File: src/rtl/box_pkg.sv
// Shared sample type and sizing limits for the box-filter encode/decode pair.
package box_pkg;
  localparam int unsigned SAMPLE_WIDTH    = 32;
  localparam int unsigned MAX_FILTER_SIZE = 64;

  typedef logic [SAMPLE_WIDTH-1:0] sample_t;
endpackage

File: src/rtl/box_sum_decoder_if.sv
// Sample stream bundle: window sums in, reconstructed samples out.
interface box_sum_decoder_if;
  import box_pkg::*;

  logic    in_valid;
  sample_t in;
  logic    out_valid;
  sample_t out;

  modport master (output in_valid, output in, input out_valid, input out);
  modport slave  (input in_valid, input in, output out_valid, output out);
endinterface

File: src/rtl/box_history.sv
// N-entry ring of past samples; rdata is always the oldest entry, at the write pointer.
module box_history
  import box_pkg::*;
#(
  parameter int unsigned FILTER_SIZE = 4
) (
  input  logic    clk,
  input  logic    rst,
  input  logic    we,
  input  sample_t wdata,
  output sample_t rdata
);

  localparam int unsigned PtrW = (FILTER_SIZE > 1) ? $clog2(FILTER_SIZE) : 1;
  localparam logic [PtrW-1:0] LastIdx = PtrW'(FILTER_SIZE - 1);

  logic [PtrW-1:0] wp_q, wp_d;
  sample_t         hist_q [FILTER_SIZE];
  sample_t         hist_d [FILTER_SIZE];

  always_comb begin
    wp_d   = wp_q;
    hist_d = hist_q;
    if (we) begin
      hist_d[wp_q] = wdata;
      wp_d         = (wp_q == LastIdx) ? '0 : wp_q + 1'b1;
    end
  end

  always_ff @(posedge clk or posedge rst) begin
    if (rst) begin
      wp_q   <= '0;
      hist_q <= '{default: '0};
    end else begin
      wp_q   <= wp_d;
      hist_q <= hist_d;
    end
  end

  // Read-before-write: the caller sees the entry being overwritten this cycle.
  assign rdata = hist_q[wp_q];

endmodule

File: src/rtl/box_sum_decoder.sv
// Inverts a FILTER_SIZE-sample running sum: x[n] = s[n] - s[n-1] + x[n-N], mod 2^32.
module box_sum_decoder
  import box_pkg::*;
#(
  parameter int unsigned FILTER_SIZE = 4
) (
  input logic              clk,
  input logic              rst,
  box_sum_decoder_if.slave bus
);

  if (FILTER_SIZE < 1 || FILTER_SIZE > MAX_FILTER_SIZE) begin : gen_size_check
    $error("box_sum_decoder: FILTER_SIZE out of range 1..%0d", MAX_FILTER_SIZE);
  end

  sample_t prev_sum_q, prev_sum_d;
  sample_t out_q, out_d;
  logic    out_valid_q, out_valid_d;
  sample_t oldest;
  sample_t x;

  assign x = bus.in - prev_sum_q + oldest;

  box_history #(
    .FILTER_SIZE(FILTER_SIZE)
  ) u_history (
    .clk  (clk),
    .rst  (rst),
    .we   (bus.in_valid),
    .wdata(x),
    .rdata(oldest)
  );

  always_comb begin
    prev_sum_d  = prev_sum_q;
    out_d       = out_q;
    out_valid_d = 1'b0;
    if (bus.in_valid) begin
      prev_sum_d  = bus.in;
      out_d       = x;
      out_valid_d = 1'b1;
    end
  end

  always_ff @(posedge clk or posedge rst) begin
    if (rst) begin
      prev_sum_q  <= '0;
      out_q       <= '0;
      out_valid_q <= 1'b0;
    end else begin
      prev_sum_q  <= prev_sum_d;
      out_q       <= out_d;
      out_valid_q <= out_valid_d;
    end
  end

  assign bus.out       = out_q;
  assign bus.out_valid = out_valid_q;

endmodule
File: src/flat_wrapper.sv
// flat-port wrapper written by rule: the top's interface ports become plain ports
module box_sum_decoder_flat import box_pkg::*;
#(
  parameter int unsigned FILTER_SIZE = 4
)
  (clk, rst, bus_in_valid, bus_in, bus_out_valid, bus_out);
  box_sum_decoder_if bus_i ();
  input logic clk;
  input logic rst;
  input wire logic [$bits(bus_i.in_valid)-1:0] bus_in_valid;
  input wire logic [$bits(bus_i.in)-1:0] bus_in;
  output wire logic [$bits(bus_i.out_valid)-1:0] bus_out_valid;
  output wire logic [$bits(bus_i.out)-1:0] bus_out;
  assign bus_i.in_valid = bus_in_valid;
  assign bus_i.in = bus_in;
  assign bus_out_valid = bus_i.out_valid;
  assign bus_out = bus_i.out;
  box_sum_decoder #(.FILTER_SIZE(FILTER_SIZE)) u_core (.clk(clk), .rst(rst), .bus(bus_i));
endmodule
File: config.mk
export PLATFORM = sky130hd
export DESIGN_NAME = box_sum_decoder_flat
export DESIGN_NICKNAME = d
export VERILOG_FILES = /design/src/rtl/box_pkg.sv /design/src/rtl/box_sum_decoder_if.sv /design/src/rtl/box_history.sv /design/src/rtl/box_sum_decoder.sv /design/src/flat_wrapper.sv
export SDC_FILE = /design/constraint.sdc
export NUM_CORES = 1
export LEC_CHECK = 0
export CELL_PAD_IN_SITES_DETAIL_PLACEMENT = 1
export CELL_PAD_IN_SITES_GLOBAL_PLACEMENT = 2
export CORE_AREA = 3 3 179 181
export CTS_BUF_LIST = sky130_fd_sc_hd__clkbuf_8
export DETAILED_ROUTE_END_ITERATION = 12
export DIE_AREA = 0 0 182 184
export PLACE_DENSITY = 0.84
export SYNTH_ARGS = -nofsm -noshare
export SYNTH_HDL_FRONTEND = slang
export SYNTH_SLANG_ARGS = --single-unit
File: constraint.sdc
create_clock -name clk -period 5.5 [get_ports clk]
set_clock_uncertainty 0.1 [all_clocks]
set_input_delay 0.55 -clock clk [delete_from_list [all_inputs] [get_ports clk]]
set_output_delay 0.55 -clock clk [all_outputs]
set_load 0.02 [all_outputs]
==> results.md <==
- DP HPWL: slightly above 20000 µm
- Synth Flop Type: dfrtp_1
- Synth Cell Area: 0.0112 mm²
- Ys Warns: 0
- Worst setup path startpoint: u_core.u_history.wp_q[0]
- Setup TNS: 0 ns
- Worst r2r dst: u_core.u_history.hist_q[54]
- Clk Latency, worst-skew pair: 0.50 ns
- Antenna violations before repair: 0
- DRT iter0 DRCs: 332
- Synth async-reset ratio: 100%
- Max Clk Rate: 215 MHz
- Area Overhead vs Synth: 13.1%
- Setup slack, reg-to-reg: 0.86 ns
- Largest net degree at the start of global routing: 110
- Vias in the first global route: 8686
- Final Max Slew Viols: 0
- Synth Area in Compound Gates: 11.1%
- Critical Path Sink Type: flip-flop
- Fin cells: 1542
- Synth Area in Adders: under 10%
- IO Port Bufs: 67
- # clock sinks: about 200
- Gr usage total: 18.0%
- Die Y: 184 µm
- Period utilization: 84.4%
- CP required: 5.74 ns
- R2r startpoint: u_core.u_history.wp_q[0]
- Post-synthesis sequential area ratio: a little over two fifths
- Unrepaired setup endpoints after global routing: false
- Synth Area in Simple Gates: 11.6%
- Die Width: 182 µm
- Avg Cell Area, Syn: about 10 µm²
- Post-synth EDFFs: 0
- Tightest Pin Transition: 1.22 ns
- Layout Nets: 1235
- Post-CTS Hold Buffers: 0
- Max-cap check violation count: 0
- Cells after Synth: 1098
- Final RePlAce weighted congestion: 0.776
- Clock Path Buffers: 2
- DRT antenna net count: 0
- Critical Path End: u_core.u_history.hist_q[54]
- Core area: about 0.031 mm²
- GR Overflow Total: 0
- Post-synth net total: 1200
- Synth Area in XOR/XNOR: 2.11%
- Full die area: 0.0335 mm²
- Post-CTS setup buffer count: 0
- Pre-antenna DRT Iters: 4
- Post_cts resized: 0
- # DRC: 0
- Setup ws final: 0.858 ns
- Final min period: 4.64 ns
- Vias: 8070
- Share of cells above drive strength 1: between 10% and 20%
- Final setup violation count: 0
- Num ports: 68
- Arrival @ worst endpoint: 4.88 ns
- CTS tree: built
- Placed Instances: 1510
- Total CTS buffers: 17
- Final hold vios: 0
- Final WL: 29100 µm
- Pre-CTS setup slack: 0.828 ns
- Num rows: between 60 and 70
- First-pass GRT wire length: 48100 µm
- Main combinational cell family by area after synthesis: multiplexers
- Diode count: 0
- Worst hold-check path type: reg -> reg
- Cells on worst reg2reg path: 13
- Clock-pin slew on the worst setup and hold paths: 0.11 ns
- Netlist cell types: between 60 and 70
- Seq cells post-synth: around 200
- Post-synthesis mux area share: 15.3%
- Crit Path Category: reg -> reg
- Starting Density: 36.7%
- Status: finished clean
- Worst setup SP type: flip-flop
- Crit path max fanout: 21
- Wirelength per Cell: around 19 µm
- H-tree Lvls: 4
- CTS root buf: clkbuf_8
- Vias per std cell: 5.23
- Worst rel slew slack: 18.4%
## cell usage after synthesis, types with 9 or more instances
cell type,n,area (µm²)
nand4_1,10,62.6
buf_1,11,41.3
ha_1,36,450
xnor2_1,17,149
a21oi_1,45,225
and3_1,19,119
fa_1,31,621
nand2_1,169,634
mux2_2,87,980
nor2_1,30,113
a21o_1,9,67.6
mux4_2,32,721
clkbuf_1,44,165
nand3_1,11,55.1
dfrtp_1,195,4880
o21ai_0,82,410
inv_1,136,510
nor3_1,12,60.1
xor2_1,10,87.6
## routing by layer
layer	GRT usage (%)	up-vias	share of wire (%)	routed length [µm]
met5	0	-	0	0
met4	4.60	0	1.4	395
met3	2.59	27	2.8	824
met2	29.8	108	48	14100
met1	25.1	4134	47	13800
li1	-	3801	-	-
## critical path: stages, from the launching register on
cell       delay [ns]
dfrtp_2          0.67
buf_4            0.30
mux4_2           0.51
inv_1            0.09
fa_1             0.41
inv_1            0.07
ha_1             0.31
a21oi_1          0.16
o21ai_0          0.11
a21oi_2          0.28
a2111oi_4        0.14
a21oi_2          0.82
xor2_1           0.34
o21ai_0          0.16
## metrics by stage
| step | area [µm²] | utilization [%] | hold slack [ns] |
|---|---|---|---|
| finish | 12700 | 41.5 | 0.387 |
| detailed placement | 12300 | 40.1 | 0.363 |
| global placement | 12300 | 40.1 | 0.357 |
| global route | 12700 | 41.5 | 0.415 |
| floorplan | 11200 | - | 0.340 |
| CTS | 12700 | 41.5 | 0.390 |
## state kept, by name, summed over array words and instances (netlist names)
name / cells
u_core.prev_sum_q: 32
u_core.bus.out: 32
u_core.bus.out_valid: 1
u_core.u_history.wp_q: 2
u_core.u_history.hist_q: 128
## cell families (layout without fill, tap and decap cells)
group / count (synthesis) / in the layout
adder cells (fa/ha/maj): 67 / 67
multiplexers: 121 / 121
AO/OA/AOI/OAI: 202 / 202
XOR/XNOR: 27 / 27
AND/OR/NAND/NOR: 287 / 287
flip-flops: 195 / 195
buffers and inverters: 199 / 247
## cell type report
type / instances / area (µm²)
clock buffers: 18 / 248
fillers: 3428 / 17900
repair buffers: 79 / 768
clock inverters: 14 / 196
well taps: 396 / 495
multi-input cells: 704 / 5590
flip-flops and latches: 195 / 4880
inverters: 136 / 514
## cell usage in the layout (no fill, tap or decap), drive strengths merged, types with 12 or more instances in the layout
cell	count
dfrtp	195
nand2	170
inv	139
o21ai	89
mux2	87
clkdlybuf4s50	66
a21oi	47
ha	36
mux4	32
fa	31
nor2	30
and3	19
clkbuf	18
xnor2	17
buf	13
nor3	12
nand3	12
## worst min path at each step
stage	start	endpoint	slack, ns	depth (start not counted)
after floorplan	u_core.u_history.hist_q[36]	u_core.u_history.hist_q[36]	0.34	2
after global placement	u_core.u_history.hist_q[62]	u_core.u_history.hist_q[62]	0.36	2
after detailed placement	u_core.u_history.hist_q[36]	u_core.u_history.hist_q[36]	0.36	2
after CTS	u_core.u_history.hist_q[62]	u_core.u_history.hist_q[62]	0.39	2
after global routing	u_core.u_history.hist_q[33]	u_core.u_history.hist_q[33]	0.41	2
final	u_core.u_history.hist_q[62]	u_core.u_history.hist_q[62]	0.39	2
Power is not shown: default switching activity piles up to over one toggle a cycle in this logic, so the estimate is an artifact.
